==> src/rtl/apb_mux_pkg.sv <==
// rtl/apb_mux_pkg.sv - shared state type, error data constant and index-width helper
package apb_mux_pkg;

  typedef enum logic [1:0] {
    IDLE       = 2'd0,
    ACCESS     = 2'd1,
    ERR_ACCESS = 2'd2
  } state_t;

  localparam logic [63:0] ERR_DATA = '0;

  function automatic int clog2_min1(input int n);
    return (n <= 1) ? 1 : $clog2(n);
  endfunction

endpackage

==> src/rtl/apb_onehot_enc.sv <==
// rtl/apb_onehot_enc.sv - one-hot to index encoder with exactly-one and multi-hot flags
module apb_onehot_enc
  import apb_mux_pkg::*;
#(
  parameter int N     = 9,
  parameter int IDX_W = clog2_min1(N)
) (
  input  logic [N-1:0]     vec,
  output logic [IDX_W-1:0] idx,
  output logic             valid,
  output logic             multi
);

  logic any;

  // OR-ing the indices is exact whenever valid is set, which is the only case idx is used
  always_comb begin
    idx   = '0;
    any   = 1'b0;
    multi = 1'b0;
    for (int i = 0; i < N; i++) begin
      if (vec[i]) begin
        if (any) multi = 1'b1;
        any = 1'b1;
        idx = idx | IDX_W'(i);
      end
    end
    valid = any & ~multi;
  end

endmodule

==> src/rtl/apb_resp_mux_param.sv <==
// rtl/apb_resp_mux_param.sv - APB return-path mux: latched slave select, decode error and stall watchdog
module apb_resp_mux_param
  import apb_mux_pkg::*;
#(
  parameter int NUM_SLAVES  = 9,
  parameter int DATA_W      = 32,
  parameter int TIMEOUT_CYC = 255,
  parameter int IDX_W       = clog2_min1(NUM_SLAVES)
) (
  input  logic                         HCLK,
  input  logic                         HRESETn,
  input  logic [NUM_SLAVES-1:0]        PSEL_VEC,
  input  logic                         PSEL_DEF,
  input  logic                         PENABLE,
  input  logic [NUM_SLAVES*DATA_W-1:0] PRDATA_VEC,
  input  logic [NUM_SLAVES-1:0]        PREADY_VEC,
  input  logic [NUM_SLAVES-1:0]        PSLVERR_VEC,
  output logic                         PREADY,
  output logic                         PSLVERR,
  output logic [DATA_W-1:0]            PRDATA,
  output logic                         err_decode,
  output logic                         err_timeout,
  output logic                         err_proto
);

  localparam int              CNT_W   = clog2_min1(TIMEOUT_CYC + 1);
  localparam logic [CNT_W-1:0] CNT_MAX = '1;
  localparam logic [CNT_W-1:0] CNT_LIM = CNT_W'(TIMEOUT_CYC);

  state_t           state, state_nxt;
  logic [IDX_W-1:0] sel_idx, enc_idx;
  logic [CNT_W-1:0] wait_cnt, wait_cnt_nxt;
  logic             enc_valid, enc_multi;
  logic             start, setup_ok, free, take;
  logic             slv_ready, slv_err, slv_sel;
  logic             proto_hit, timeout_hit;
  logic [DATA_W-1:0] slv_data [NUM_SLAVES];

  for (genvar k = 0; k < NUM_SLAVES; k++) begin : g_slice
    assign slv_data[k] = PRDATA_VEC[k*DATA_W +: DATA_W];
  end

  apb_onehot_enc #(
    .N     (NUM_SLAVES),
    .IDX_W (IDX_W)
  ) u_enc (
    .vec   (PSEL_VEC),
    .idx   (enc_idx),
    .valid (enc_valid),
    .multi (enc_multi)
  );

  assign start     = (|PSEL_VEC | PSEL_DEF) & ~PENABLE;
  assign setup_ok  = enc_valid & ~enc_multi & ~PSEL_DEF;
  assign slv_ready = PREADY_VEC[sel_idx];
  assign slv_err   = PSLVERR_VEC[sel_idx];
  assign slv_sel   = PSEL_VEC[sel_idx];

  // A select dropped in the same cycle the slave answers is a normal completion, not a violation
  assign proto_hit   = (state == ACCESS) & ~slv_sel & ~slv_ready;
  assign timeout_hit = (TIMEOUT_CYC > 0) & (state == ACCESS) & ~proto_hit & ~slv_ready &
                       (wait_cnt == CNT_LIM);

  // free: the FSM can accept a new setup this cycle (idle, or a transfer is completing)
  assign free = (state == IDLE) | (state == ERR_ACCESS) | ((state == ACCESS) & PREADY);
  assign take = start & free;

  always_ff @(posedge HCLK or negedge HRESETn) begin
    if (!HRESETn) begin
      state       <= IDLE;
      sel_idx     <= '0;
      wait_cnt    <= '0;
      err_decode  <= 1'b0;
      err_timeout <= 1'b0;
      err_proto   <= 1'b0;
    end else begin
      state       <= state_nxt;
      wait_cnt    <= wait_cnt_nxt;
      err_decode  <= (state == ERR_ACCESS);
      err_timeout <= timeout_hit;
      err_proto   <= proto_hit;
      if (take && setup_ok) sel_idx <= enc_idx;
    end
  end

  always_comb begin
    state_nxt    = state;
    wait_cnt_nxt = '0;
    if (take) begin
      state_nxt = setup_ok ? ACCESS : ERR_ACCESS;
    end else if (free || proto_hit) begin
      state_nxt = IDLE;
    end
    if (state == ACCESS && !PREADY && !proto_hit) begin
      wait_cnt_nxt = (wait_cnt == CNT_MAX) ? wait_cnt : wait_cnt + CNT_W'(1);
    end
  end

  always_comb begin
    PREADY  = 1'b0;
    PSLVERR = 1'b0;
    PRDATA  = '0;
    case (state)
      ACCESS: begin
        if (timeout_hit) begin
          PREADY  = 1'b1;
          PSLVERR = 1'b1;
          PRDATA  = ERR_DATA[DATA_W-1:0];
        end else if (!proto_hit) begin
          PREADY  = slv_ready;
          PSLVERR = slv_err;
          PRDATA  = slv_data[sel_idx];
        end
      end
      ERR_ACCESS: begin
        PREADY  = 1'b1;
        PSLVERR = 1'b1;
        PRDATA  = ERR_DATA[DATA_W-1:0];
      end
      default: ;
    endcase
  end

endmodule

==> config.mk <==
export PLATFORM = sky130hd
export DESIGN_NAME = apb_resp_mux_param
export DESIGN_NICKNAME = d
export VERILOG_FILES = /design/src/rtl/apb_mux_pkg.sv /design/src/rtl/apb_onehot_enc.sv /design/src/rtl/apb_resp_mux_param.sv
export SDC_FILE = /design/constraint.sdc
export NUM_CORES = 1
export LEC_CHECK = 0
export ABC_AREA = 0
export ABC_CLOCK_PERIOD_IN_PS = 7000
export CELL_PAD_IN_SITES_DETAIL_PLACEMENT = 1
export CELL_PAD_IN_SITES_GLOBAL_PLACEMENT = 1
export CORE_AREA = 4 4 138 140
export DETAILED_ROUTE_END_ITERATION = 10
export DIE_AREA = 0 0 142 144
export GPL_TIMING_DRIVEN = 0
export PLACE_DENSITY = 0.79
export SETUP_SLACK_MARGIN = 0.15
export SLEW_MARGIN = 20
export SYNTH_ARGS = -nofsm -noshare
export SYNTH_HDL_FRONTEND = slang
export SYNTH_SLANG_ARGS = --single-unit
==> constraint.sdc <==
create_clock -name HCLK -period 7 [get_ports HCLK]
set_clock_uncertainty 0.2 [all_clocks]
set_input_delay 1.4 -clock HCLK [delete_from_list [all_inputs] [get_ports HCLK]]
set_output_delay 1.4 -clock HCLK [all_outputs]
set_load 0.005 [all_outputs]
=== Word level (Yosys, flattened, before mapping) ===
Index checks and enable logic that the tools add are counted.

* Bits in registers: 17
* Output and inout port bits: 37
* Word-level logic and storage cells: 99

* Add/subtract/negate cells: 1
* Order comparisons: 2
* Equality and inequality tests: 4
* Multiplexer cells: 56
* Bitwise logic cells: 21
* Reductions and logical operators: 9

{| class="wikitable"
|+ Operators by type and width
! kind !! count
|-
| 32-bit two-way mux || 5
|-
| 32-bit binary-select mux with 4-bit select || 1
|-
| 1-bit two-way mux || 33
|-
| 8-bit two-way mux || 2
|-
| 1-bit binary-select mux with 4-bit select || 3
|-
| 3-bit two-way mux || 4
|-
| 1-bit bitwise AND || 11
|-
| 2-bit two-way mux || 5
|-
| 9-bit OR reduction || 1
|-
| 8-bit by 1-bit adder with 8-bit output (second input constant) || 1
|-
| 8-bit == test (second input constant) || 1
|-
| 1-bit inverter || 6
|-
| 5-bit greater-or-equal comparator (second input constant) || 1
|-
| 4-bit by 5-bit < comparator with 1-bit output (second input constant) || 1
|-
| 4-bit inverter with 5-bit output || 1
|-
| 4-bit two-way mux || 1
|-
| 1-bit case mux with 2 select lines || 2
|-
| 1-bit logical AND || 3
|-
| 1-bit OR || 3
|-
| 2-bit by 1-bit == test with 1-bit output (second input constant) || 1
|-
| 2-bit == test (second input constant) || 1
|-
| 1-bit logical NOT || 2
|-
| 2-bit logical NOT || 1
|-
| 2-bit inequality test (second input constant) || 1
|-
| 2 further kinds || 2
|}

=== Depth between registers and ports, before layout ===
Gate-level depths: netlist (run 1).

* Word-level depth: 23
* Depth in mapped cells: 8

=== Hierarchy ===
A second synthesis (run 1) with hierarchy kept.

* Cell total of the unflattened synthesis: 394
* Area total of the unflattened synthesis: 3626.0 µm²

{| class="wikitable"
|+ Modules (own cells, without submodules)
! module !! times used !! cells each !! area an instance (µm²) !! seq. area each (µm²)
|-
| apb_resp_mux_param || 1 || 372 || 3447.1 || 425.4
|-
| apb_onehot_enc || 1 || 22 || 178.9 || 0.0
|}

=== Worst setup path before layout (run 1) ===
OpenSTA, ideal clock, no wires.

* Path kind: in2out
* From: input port PREADY_VEC[7]
* To: output port PRDATA[0]
* Arrival time: 2.760 ns
* Data required time: 5.400 ns
* Path slack: 2.640 ns
* Cell stages on the path: 7
* Path through: mux4_2 > nand2b_4 > a22oi_2 > o21ai_1 > nand2_1 > buf_2 > nor2_1

* Word-level cells in the longest chain between the ends: 10
* Elaborated cells between the ends (all ways): 11
* Classes of those cells: mux: 5; bitwise: 6

{| class="wikitable"
|+ Ends and longest elaborated chain
! what !! RTL line !! RTL
|-
| from (decl) || apb_resp_mux_param.sv:16 || <nowiki>input logic [NUM_SLAVES-1:0] PREADY_VEC,</nowiki>
|-
| 1-bit binary-select mux with 4-bit select * || apb_resp_mux_param.sv:55 || <nowiki>assign slv_ready = PREADY_VEC[sel_idx];</nowiki>
|-
| 1-bit two-way mux (not written as such) * || apb_resp_mux_param.sv:55 ||
|-
| 1-bit inverter * || apb_resp_mux_param.sv:60, apb_resp_mux_param.sv:61 ||
|-
| 1-bit bitwise AND || apb_resp_mux_param.sv:60 || <nowiki>assign proto_hit = (state == ACCESS) & ~slv_sel & ~slv_ready;</nowiki>
|-
| 1-bit inverter || apb_resp_mux_param.sv:61 || <nowiki>assign timeout_hit = (TIMEOUT_CYC > 0) & (state == ACCESS) & ~proto_hit & ~slv_ready &</nowiki>
|-
| 1-bit bitwise AND (3 in a row) || apb_resp_mux_param.sv:61 ||
|-
| 32-bit two-way mux * || apb_resp_mux_param.sv:105 || <nowiki>if (timeout_hit) begin</nowiki>
|-
| 32-bit two-way mux * || apb_resp_mux_param.sv:103 || <nowiki>case (state)</nowiki>
|-
| to (decl) || apb_resp_mux_param.sv:20 || <nowiki>output logic [DATA_W-1:0] PRDATA,</nowiki>
|}

Every way passes the cells marked *; elsewhere a longest branch is shown, timed or not. The select of a mux whose other input is x is not followed.

=== Worst setup path in the final report (run 1) ===
* From: input port PREADY_VEC[7]
* To: output port PRDATA[22]

The elaborated chain is that of the path after synthesis.

==> summary.txt, run 1 <==
Critical path
  • Critical path, cell by cell: clkdlybuf4s50_1 > mux4_2 > nand2b_4 > a22oi_2 > o21ai_1 > nand2_1 > buf_2 > nor2_1 > clkdlybuf4s50_1
  • Bufs and invs on worst path: 3
  • Critical Path RT: 5.40 ns
  • Critical Path End Type: output pin
  • WP data arrival: 4.11 ns
  • CP max-delay cell: mux4_2
  • Delay of the slowest critical-path stage: 0.47 ns
  • Critical path's most frequent cell: clkdlybuf4s50_1
  • CP Class: input pin to output pin
  • Worst Path Max Fanout: 10
  • Top cell family by delay on the critical path: buffers and inverters
  • Setup crit start kind: input pin

STA
  • Setup-failing EPs final: 0
  • Min cycle time layout: 5.71 ns
  • Final period utilization: 81.5%
  • Final hold vios: 0
  • Worst slew pin tran: 0.976 ns
  • Slew headroom: 35.0%
  • Hold Slack: 0.325 ns
  • FMAX: 175 MHz
  • Slew Viols, Final: 0
  • Fin Setup TNS: 0 ns
  • RSZ-0062 raised after global routing: no

Yosys
  • EDFF count, synth: 0
  • Synth warnings: 0
  • Most frequent cells after synthesis: nor2_1, mux4_2, mux2i_1
  • Post-synthesis register bit count: 17
  • Synth Flop Type: dfrtp_1
  • Synth cell types: 49
  • Synthesized net count: 673
  • Cells after Synth: 350
  • Post-Syn Area: 3620 um^2
  • Sequential area share after synthesis: 11.8%
  • Yosys top cell by area: mux4_2
  • Asr flop ratio synth: 100%
  • Share of the synthesized area in the top cell type: 41.7%
  • Syn Area/Cell: 10.3 um^2
  • Count leader, synth: nor2_1
  • Top cells by area, synth: mux4_2, dfrtp_1, mux2i_1

Power and ir drop
  • Peak VDD IR: 0.0702 mV
  • Total Power: 1.09 mW
  • Pwr dens: 144 nW/um^2
  • LEAKAGE: 2.61 nW

GRT
  • Initial antenna violation count: 0
  • Pin count of the biggest net entering global routing: 18
  • Global route overflow: 0
  • First-pass GRT wire length: 31500 um
  • GRT Util Overall: 20.1%
  • Vias in the first global route: 5307

Clock tree
  • CTS buffer count: 3
  • Clock transition at the registers of the reported paths: 0.05 ns
  • CTS tree: done
  • Root Driver: clkbuf_16
  • H-tree levels: 1
  • Latest clock arrival within the worst-skew pair: 0.25 ns
  • Post-CTS resize count: 0
  • CTS max path bufs: 2
  • CTS sink cnt: 17
  • Buffer count from post-CTS setup fixing: 0
  • Post-cts hold buffer count: 0

Finish
  • Proportion of layout cells with a drive suffix above 1: 14.7%
  • Area growth syn-to-layout: 108%
  • FF+latch area: 425 um^2
  • # fillers: 2001
  • Finished Core Util: 42.3%
  • Layout Nets: 1033
  • Multi-input gate area: 3030 um^2
  • Final std cells w/o fill: 939

Route
  • WL/cell: 23.9 um
  • Top layer used by detailed routing: met4
  • Met3 WL post-DR: 1810 um
  • Average vias per placed instance: 4.92
  • DR iter-0 viols: 206
  • Final wirelength: 22500 um
  • DRT Pass-1 Iters: 4
  • Met1 Routed Length: 8110 um
  • DR vias: 4622
  • Metal2 WL: 12300 um
  • DRC violation count after routing: 0
  • Post-DRT Antenna Nets: 0

Die
  • Initial Utilization: 20.3%
  • Ports: 356
  • Die Span Y: 144 um
  • Rows: 49
  • Total core area: 17800 um^2
  • Die W: 142 um
  • Die Area: 20400 um^2

Placement
  • PortBufs: 355
  • HPWL after DPL: 19700 um
  • Placed cells: 934
  • Routability congestion estimate from global placement: 0.992

Run
  • Max Cap Viol: 0

Hold path
  • Hold Crit Class: register to register

Status
  • Status: finished clean
## cell type report
cell class                      count  share of cell area [%]
Multi-Input combinational cell    298                    40.2
Inverter                            4                   0.199
Timing Repair Buffer              355                    47.1
Antenna cell                        1                  0.0332
Tap cell                          229                    3.80
Clock buffer                        3                   0.996
Buffer                             31                    1.94
Sequential cell                    17                    5.64
Clock inverter                      1                  0.0664
## state kept, by name, indices dropped and copies added, names as in the netlist
name,count
err_proto,1
err_decode,1
wait_cnt,8
err_timeout,1
state,2
sel_idx,4
## kinds of logic (layout without fill, tap and decap cells)
logic type | Yosys count | in the layout | share of synthesized area, %
flip-flops | 17 | 17 | 11.8
buffers and inverters | 35 | 394 | 4.46
adder cells (fa/ha/maj) | 4 | 4 | 1.38
AO/OA/AOI/OAI | 59 | 59 | 11.4
AND/OR/NAND/NOR | 119 | 119 | 15.3
XOR/XNOR | 4 | 4 | 0.969
multiplexers | 112 | 112 | 54.8
other | 0 | 1 | 0
## report_power, final
group	internal [mW]	leakage, nW	switching [mW]
registers	0.109	0.231	0.00857
clock network	0.0764	0.0409	0.0378
logic	0.481	2.34	0.374
## cells in the final DEF (no fill, tap or decap), types with 2 or more instances in the layout
master,instances
clkbuf_1,12
nor2b_1,2
nand3_1,8
clkbuf_16,3
buf_1,4
nor2_1,84
xor2_1,2
a211oi_1,3
a21oi_1,34
xnor2_1,2
clkdlybuf4s50_1,355
a221oi_1,3
mux2_4,4
buf_4,2
mux2i_1,40
dfrtp_1,17
mux4_2,67
inv_1,4
buf_2,12
nor3_1,3
a211oi_2,2
ha_1,4
nand2_1,11
o21ai_0,3
## routing by layer
layer	GRT usage (%)	vias to the layer above
li1	-	2100
met1	22.6	2248
met2	39.2	256
met3	4.46	18
met4	3.33	0
met5	0	-
## per-stage QoR
| step | setup WS, ns | cell area [um^2] |
|---|---|---|
| after floorplan | 2.64 | 3620 |
| after CTS | 1.23 | 7540 |
| after global routing | 1.12 | 7540 |
| after detailed placement | 1.22 | 7460 |
| final | 1.29 | 7540 |
| after global placement | 1.32 | 7460 |
## worst paths after layout
check / start / endpoint / slack, ns / cells past startpoint
setup / recovery: PREADY_VEC[7] / PRDATA[22] / 1.29 / 9
hold / removal: wait_cnt[6] / wait_cnt[6] / 0.32 / 1
setup reg to reg: sel_idx[1] / sel_idx[1] / 4.31 / 7
hold reg to reg: wait_cnt[6] / wait_cnt[6] / 0.32 / 1
max in group asynchronous: HRESETn / wait_cnt[3] / 4.68 / 1
min in group asynchronous: HRESETn / err_decode / 1.42 / 1
Power figures use the tool's default switching activity.
==> run 2, diff against run 1 <==
--- a/config.mk
+++ b/config.mk
@@ -6,14 +6,15 @@
 export NUM_CORES = 1
 export LEC_CHECK = 0
 export ABC_AREA = 0
-export ABC_CLOCK_PERIOD_IN_PS = 7000
+export ABC_CLOCK_PERIOD_IN_PS = 5770
 export CELL_PAD_IN_SITES_DETAIL_PLACEMENT = 1
 export CELL_PAD_IN_SITES_GLOBAL_PLACEMENT = 1
-export CORE_AREA = 4 4 138 140
+export CORE_ASPECT_RATIO = 1.1
+export CORE_MARGIN = 4
+export CORE_UTILIZATION = 21
 export DETAILED_ROUTE_END_ITERATION = 10
-export DIE_AREA = 0 0 142 144
 export GPL_TIMING_DRIVEN = 0
-export PLACE_DENSITY = 0.79
+export PLACE_DENSITY = 0.81
 export SETUP_SLACK_MARGIN = 0.15
 export SLEW_MARGIN = 20
 export SYNTH_ARGS = -nofsm -noshare
==> constraint.sdc (replaced) <==
create_clock -name HCLK -period 5.77 [get_ports HCLK]
set_clock_uncertainty 0.2 [all_clocks]
set_input_delay 1.154 -clock HCLK [delete_from_list [all_inputs] [get_ports HCLK]]
set_output_delay 1.154 -clock HCLK [all_outputs]
set_load 0.005 [all_outputs]
==> run 2 against run 1 <==
Effect of this change:
- global-route usage up 1.4 points
- first-iteration DRC count rose by 2.9%
- critical path depth unchanged
- largest cell class unchanged
- total power increased by 20%
- clock-buffer cell count increased by 1
- core utilization grew 2.2 points
- hold slack better by 0.0064 ns
- sequential power up 20%
- critical endpoint is now PRDATA[28]
- wire length shrank 2.2%
- cell count is 0.53% higher
==> summary.txt, run 2 (synthesis gave the netlist of run 1 again) <==
Status
  • Status: finished clean

STA
  • Slew headroom: 46.2% (+11 points)
  • RSZ-0062 raised after global routing: no
  • Min cycle time layout: 5.22 ns
  • Slew Viols, Final: 0 (unchanged)
  • Final period utilization: 90.5%
  • Hold Slack: 0.331 ns (+0.00642 ns)
  • Final hold vios: 0 (unchanged)
  • Setup-failing EPs final: 0 (unchanged)
  • Worst slew pin tran: 0.804 ns (-0.171 ns)
  • Fin Setup TNS: 0 ns (unchanged)
  • FMAX: 192 MHz

Critical path
  • R2r worst-path depth: 7 (unchanged)
  • Bufs and invs on worst path: 3 (unchanged)
  • Worst R2R Setup Slack: 3.04 ns (-1.27 ns)
  • Critical Path RT: 4.42 ns (-0.98 ns)
  • Worst R2R Start: sel_idx[3]
  • CP Class: input pin to output pin
  • Critical Path End Type: output pin
  • Critical path's most frequent cell: clkdlybuf4s50_1
  • Delay of the slowest critical-path stage: 0.46 ns (about the same)
  • Worst Path Max Fanout: 10 (unchanged)
  • Critical path, cell by cell: clkdlybuf4s50_1 > mux4_2 > nand2b_4 > a22oi_2 > o21ai_1 > nand2_1 > buf_2 > nor2_1 > clkdlybuf4s50_1
  • Setup crit start kind: input pin
  • CP max-delay cell: mux4_2
  • Top cell family by delay on the critical path: buffers and inverters
  • Capturing point of the worst reg2reg path: sel_idx[0]
  • WP data arrival: 3.87 ns (-0.24 ns)

GRT
  • Met3 Resource Use GR: 5.46% (+1.0 points)
  • Global route overflow: 0 (unchanged)
  • GRT Util Overall: 21.5% (+1.4 points)
  • Pin count of the biggest net entering global routing: 18 (unchanged)
  • Initial antenna violation count: 4 (+4)
  • Gr busiest metal: met2
  • First-pass GRT wire length: 32600 um (+3.5%)
  • Met2 Track Usage GR: 40.8% (+1.6 points)
  • M1 GR Usage: 24.4% (+1.8 points)
  • Vias in the first global route: 5308 (+0.019%)

Clock tree
  • Latest clock arrival within the worst-skew pair: 0.24 ns (about the same)
  • H-tree levels: 1 (unchanged)
  • CTS tree: done
  • Post-CTS resize count: 0 (unchanged)
  • Post-cts hold buffer count: 0 (unchanged)
  • CTS buffer count: 3 (unchanged)
  • CTS max path bufs: 2 (unchanged)
  • Buffer count from post-CTS setup fixing: 0 (unchanged)
  • Root Driver: clkbuf_16
  • Clock transition at the registers of the reported paths: 0.05 ns (about the same)
  • CTS sink cnt: 17 (unchanged)

Die
  • Rows: 50 (+2.0%)
  • Die W: 133 um (-6.2%)
  • Die Span Y: 146 um (+1.1%)
  • Ports: 356 (unchanged)
  • Total core area: 17000 um^2 (-5.0%)
  • Die Area: 19400 um^2 (-5.2%)
  • Initial Utilization: 21.3% (+1.1 points)

Route
  • Post-DRT Antenna Nets: 0 (unchanged)
  • DRC violation count after routing: 0 (unchanged)
  • WL/cell: 23.3 um (-2.7%)
  • Final wirelength: 22000 um (-2.2%)
  • DR vias: 4650 (+0.61%)
  • Average vias per placed instance: 4.93 (about the same)
  • DRT Pass-1 Iters: 4 (unchanged)
  • DR iter-0 viols: 212 (+2.9%)

Finish
  • Layout Nets: 1033 (unchanged)
  • # fillers: 1905 (-4.8%)
  • Most common cell after layout, fill and taps aside: clkdlybuf4s50_1
  • Largest register FFs: 8 (unchanged)
  • Proportion of layout cells with a drive suffix above 1: 14.5% (-0.14 points)
  • Largest registers: wait_cnt (8), sel_idx (4), state (2)
  • Reg with most FFs: wait_cnt
  • Most frequent cells in the layout: clkdlybuf4s50_1, nor2_1, mux4_2
  • Area growth syn-to-layout: 109% (about the same)

Power and ir drop
  • Pwr dens: 173 nW/um^2 (+20%)
  • Peak VDD IR: 0.103 mV (+47%)
  • LEAKAGE: 2.61 nW (-0.10%)
  • Total Power: 1.31 mW (+20%)

Hold path
  • Hold depth: 1 (unchanged)
  • Hold Crit Class: register to register
  • Hold Path Sink: wait_cnt[6]
  • Min-delay src: wait_cnt[6]

Placement
  • PortBufs: 355 (unchanged)
  • Routability congestion estimate from global placement: 0.894 (-9.9%)
  • HPWL after DPL: 19200 um (-2.5%)

Run
  • Max Cap Viol: 0 (unchanged)
## run 2: changes by cell type in the layout (fill, tap and decap cells not counted), sizes merged
cell / change
clkbuf: +1
clkinv: -1
## run 2: how the worst max path moves through the flow
stage,from,depth (start not counted),slack (ns),to
after global routing,PSEL_VEC[4],9,0.38,PRDATA[28]
after global placement,PREADY_VEC[7],9,0.55,PRDATA[28]
final,PREADY_VEC[6],9,0.55,PRDATA[28]
after detailed placement,PREADY_VEC[6],9,0.52,PRDATA[28]
after floorplan,PREADY_VEC[7],7,1.90,PRDATA[0]
after CTS,PREADY_VEC[6],9,0.52,PRDATA[28]
## run 2: routing by layer
layer | up-vias | part of all wire, %
li1 | 2103 | -
met1 | 2297 | 37
met2 | 212 | 53
met3 | 32 | 7.1
met4 | 6 | 2.0
met5 | - | 0.19
## run 2: through the flow
step                      cell area, um^2  setup WS [ns]  std cells  util [%]
final                                7540          0.550        944      44.5
after global routing                 7540          0.385        943      44.5
after CTS                            7540          0.519        943      44.5
after detailed placement             7460          0.524        939      44.0
after global placement               7460          0.552        939      44.0
after floorplan                      3620           1.90        350         -
## run 2: cell type report
type                            instances  area (um^2)  area share, %
Antenna cell                            1         2.50         0.0332
Buffer                                 31          146           1.94
Clock buffer                            4         78.8           1.04
Inverter                                4         15.0          0.199
Multi-Input combinational cell        298         3030           40.2
Sequential cell                        17          425           5.64
Tap cell                              234          293           3.88
Timing Repair Buffer                  355         3550           47.1
## run 2: power breakdown
part	internal, mW	switching, mW
clock	0.0936	0.0425
sequential	0.132	0.0101
combinational	0.583	0.446
## run 2: worst register-to-register path, delay by kind of cell (launching register included)
family,cells,cell delay (ns)
simple gates,2,0.82
compound gates,3,0.67
mux,1,0.34
flops,1,0.31
buf+inv,1,0.28
==> run 3, diff against run 2 <==
==> constraint.sdc (replaced) <==
create_clock -name HCLK -period 5.77 [get_ports HCLK]
set_clock_uncertainty 0.2 [all_clocks]
set_input_delay 1.154 -clock HCLK [delete_from_list [all_inputs] [get_ports HCLK]]
set_output_delay 1.154 -clock HCLK [all_outputs]
set_load 0.05 [all_outputs]
==> run 3 against run 2 <==
Effect of this change:
- critical path type unchanged
- register-to-register slack hardly changed
- wire length stayed put
- largest power group unchanged
- die area stayed put
- highest routed layer unchanged
- hold slack stayed put
- first-iteration DRC count stayed put
- cell count stayed put
- sequential share of layout area hardly changed
- via count stayed put
- combinational power is 4% higher
==> summary.txt, run 3 (synthesis gave the netlist of run 1 again) <==
Status
  • Status: finished clean

Hold path
  • Min-delay src: wait_cnt[6]
  • Hold Crit Class: register to register
  • Hold depth: 1 (unchanged)
  • Hold Path Sink: wait_cnt[6]

Finish
  • Largest registers: wait_cnt (8), sel_idx (4), state (2)
  • Reg with most FFs: wait_cnt
  • Proportion of layout cells with a drive suffix above 1: 14.5% (unchanged)
  • Largest register FFs: 8 (unchanged)
  • Layout Nets: 1033 (unchanged)
  • Most common cell after layout, fill and taps aside: clkdlybuf4s50_1
  • Area growth syn-to-layout: 109% (about the same)
  • # fillers: 1905 (unchanged)
  • Most frequent cells in the layout: clkdlybuf4s50_1, nor2_1, mux4_2

Power and ir drop
  • Int Pwr: 0.809 mW (about the same)
  • Net Sw Power: 0.540 mW (+8.4%)
  • Total Power: 1.35 mW (+3.2%)
  • Comb power frac: 79.4% (+0.7 points)
  • Switch share: 40.0% (+1.9 points)
  • Clock power frac: 10.1% (-0.3 points)
  • Sequential share of power: 10.6% (-0.3 points)
  • Pwr dens: 179 nW/um^2 (+3.1%)
  • LEAKAGE: 2.63 nW (+0.72%)
  • Peak VDD IR: 0.103 mV (about the same)

Die
  • Die W: 133 um (unchanged)
  • Rows: 50 (unchanged)
  • Initial Utilization: 21.3% (unchanged)
  • Die Span Y: 146 um (unchanged)
  • Total core area: 17000 um^2 (unchanged)
  • Ports: 356 (unchanged)
  • Die Area: 19400 um^2 (unchanged)

Placement
  • Routability congestion estimate from global placement: 0.894 (unchanged)
  • HPWL after DPL: 19200 um (unchanged)
  • Pre-CTS setup slack: 0.268 ns (-0.255 ns)
  • PortBufs: 355 (unchanged)

Critical path
  • Capturing point of the worst reg2reg path: sel_idx[0]
  • R2r worst-path depth: 7 (unchanged)
  • Worst R2R Setup Slack: 3.04 ns (about the same)
  • Setup crit start kind: input pin
  • CP Class: input pin to output pin
  • WP data arrival: 4.10 ns (+0.23 ns)
  • Worst Path Max Fanout: 10 (unchanged)
  • Critical Path End Type: output pin
  • Worst R2R Start: sel_idx[3]
  • Critical Path RT: 4.42 ns (about the same)

STA
  • Worst slew pin tran: 0.804 ns (unchanged)
  • Post-route worst setup slack: 0.319 ns (-0.231 ns)
  • Setup-failing EPs final: 0 (unchanged)
  • Final hold vios: 0 (unchanged)
  • Slew Viols, Final: 0 (unchanged)
  • Slew headroom: 46.2% (unchanged)
  • Fin Setup TNS: 0 ns (unchanged)
  • RSZ-0062 raised after global routing: no
  • Final period utilization: 94.5% (+4.0 points)
  • Min cycle time layout: 5.45 ns (+0.231 ns)
  • FMAX: 183 MHz (-4.2%)

Run
  • Max Cap Viol: 0 (unchanged)

Route
  • DR vias: 4650 (unchanged)
  • DRT Pass-1 Iters: 4 (unchanged)
  • Post-DRT Antenna Nets: 0 (unchanged)
  • WL/cell: 23.3 um (unchanged)
  • DR iter-0 viols: 212 (unchanged)
  • Final wirelength: 22000 um (unchanged)
  • DRC violation count after routing: 0 (unchanged)
  • Average vias per placed instance: 4.93 (unchanged)

Clock tree
  • CTS sink cnt: 17 (unchanged)
  • CTS max path bufs: 2 (unchanged)
  • Root Driver: clkbuf_16
  • Latest clock arrival within the worst-skew pair: 0.24 ns (about the same)
  • CTS tree: done
  • Clock transition at the registers of the reported paths: 0.05 ns (about the same)
  • Buffer count from post-CTS setup fixing: 0 (unchanged)
  • H-tree levels: 1 (unchanged)
  • CTS buffer count: 3 (unchanged)

GRT
  • Global route overflow: 0 (unchanged)
  • Pin count of the biggest net entering global routing: 18 (unchanged)
  • Initial antenna violation count: 4 (unchanged)
  • GRT Util Overall: 21.5% (unchanged)
  • First-pass GRT wire length: 32600 um (unchanged)
  • Vias in the first global route: 5308 (unchanged)
-- run 3: cell count changes in the layout (fill, tap and decap cells not counted) --
cell and delta:
dlymetal6s2s_1 +1, clkdlybuf4s50_1 -1
-- run 3: metal layers --
layer / vias to the layer above / GRT usage [%] / wire length (um)
li1: 2103 / - / -
met1: 2297 / 24.4 / 8230
met2: 212 / 40.8 / 11700
met3: 32 / 5.46 / 1560
met4: 6 / 3.96 / 448
met5: - / 0 / 41
-- run 3: worst max-delay path, stage by stage --
cell and delay (ns):
clkdlybuf4s50_1 0.41, mux4_2 0.46, nand2b_4 0.15, a22oi_2 0.39
o21ai_1 0.12, nand2_1 0.30, buf_2 0.30, nor2_1 0.10
clkdlybuf4s50_1 0.71
-- run 3: cell type report --
type / instances / area [um^2] / area share [%]
flip-flops and latches: 17 / 425 / 5.64
inverters: 4 / 15.0 / 0.199
diodes: 1 / 2.50 / 0.0332
clock buffers: 4 / 78.8 / 1.04
plain buffers: 31 / 146 / 1.94
repair buffers: 355 / 3560 / 47.1
multi-input cells: 298 / 3030 / 40.2
well taps: 234 / 293 / 3.88
-- run 3: through the flow --
stage	utilization, %	hold WS [ns]	cell area, um^2	cells
after detailed placement	44.0	0.322	7460	939
after floorplan	-	0.285	3620	350
final	44.5	0.331	7550	944
after global routing	44.5	0.353	7540	943
after global placement	44.0	0.304	7460	939
after CTS	44.5	0.330	7540	943
-- run 3: worst max-delay path by stage --
| stage | depth (start not counted) | slack, ns | to | startpoint |
|---|---|---|---|---|
| floorplan | 5 | 1.14 | PSLVERR | PREADY_VEC[7] |
| global placement | 9 | 0.29 | PRDATA[28] | PSEL_VEC[5] |
| detailed placement | 9 | 0.27 | PRDATA[28] | PREADY_VEC[6] |
| CTS | 9 | 0.26 | PRDATA[28] | PSEL_VEC[4] |
| global route | 9 | 0.18 | PRDATA[9] | PREADY_VEC[6] |
| finish | 9 | 0.32 | PRDATA[21] | PREADY_VEC[6] |
-- run 3: power by group through the flow --
stage               sequential, mW  combinational [mW]  clock (mW)
floorplan                    0.155               0.654           0
global route                 0.144                1.16       0.143
finish                       0.142                1.07       0.136
CTS                          0.143                1.08       0.138
global placement             0.144                1.05           0
detailed placement           0.145                1.08           0
-- run 3: timing repair --
item / CTS / global route
resized for setup: 0 / 1
endpoints found under the setup margin: 0 / 1
hold buffers: 0 / 0
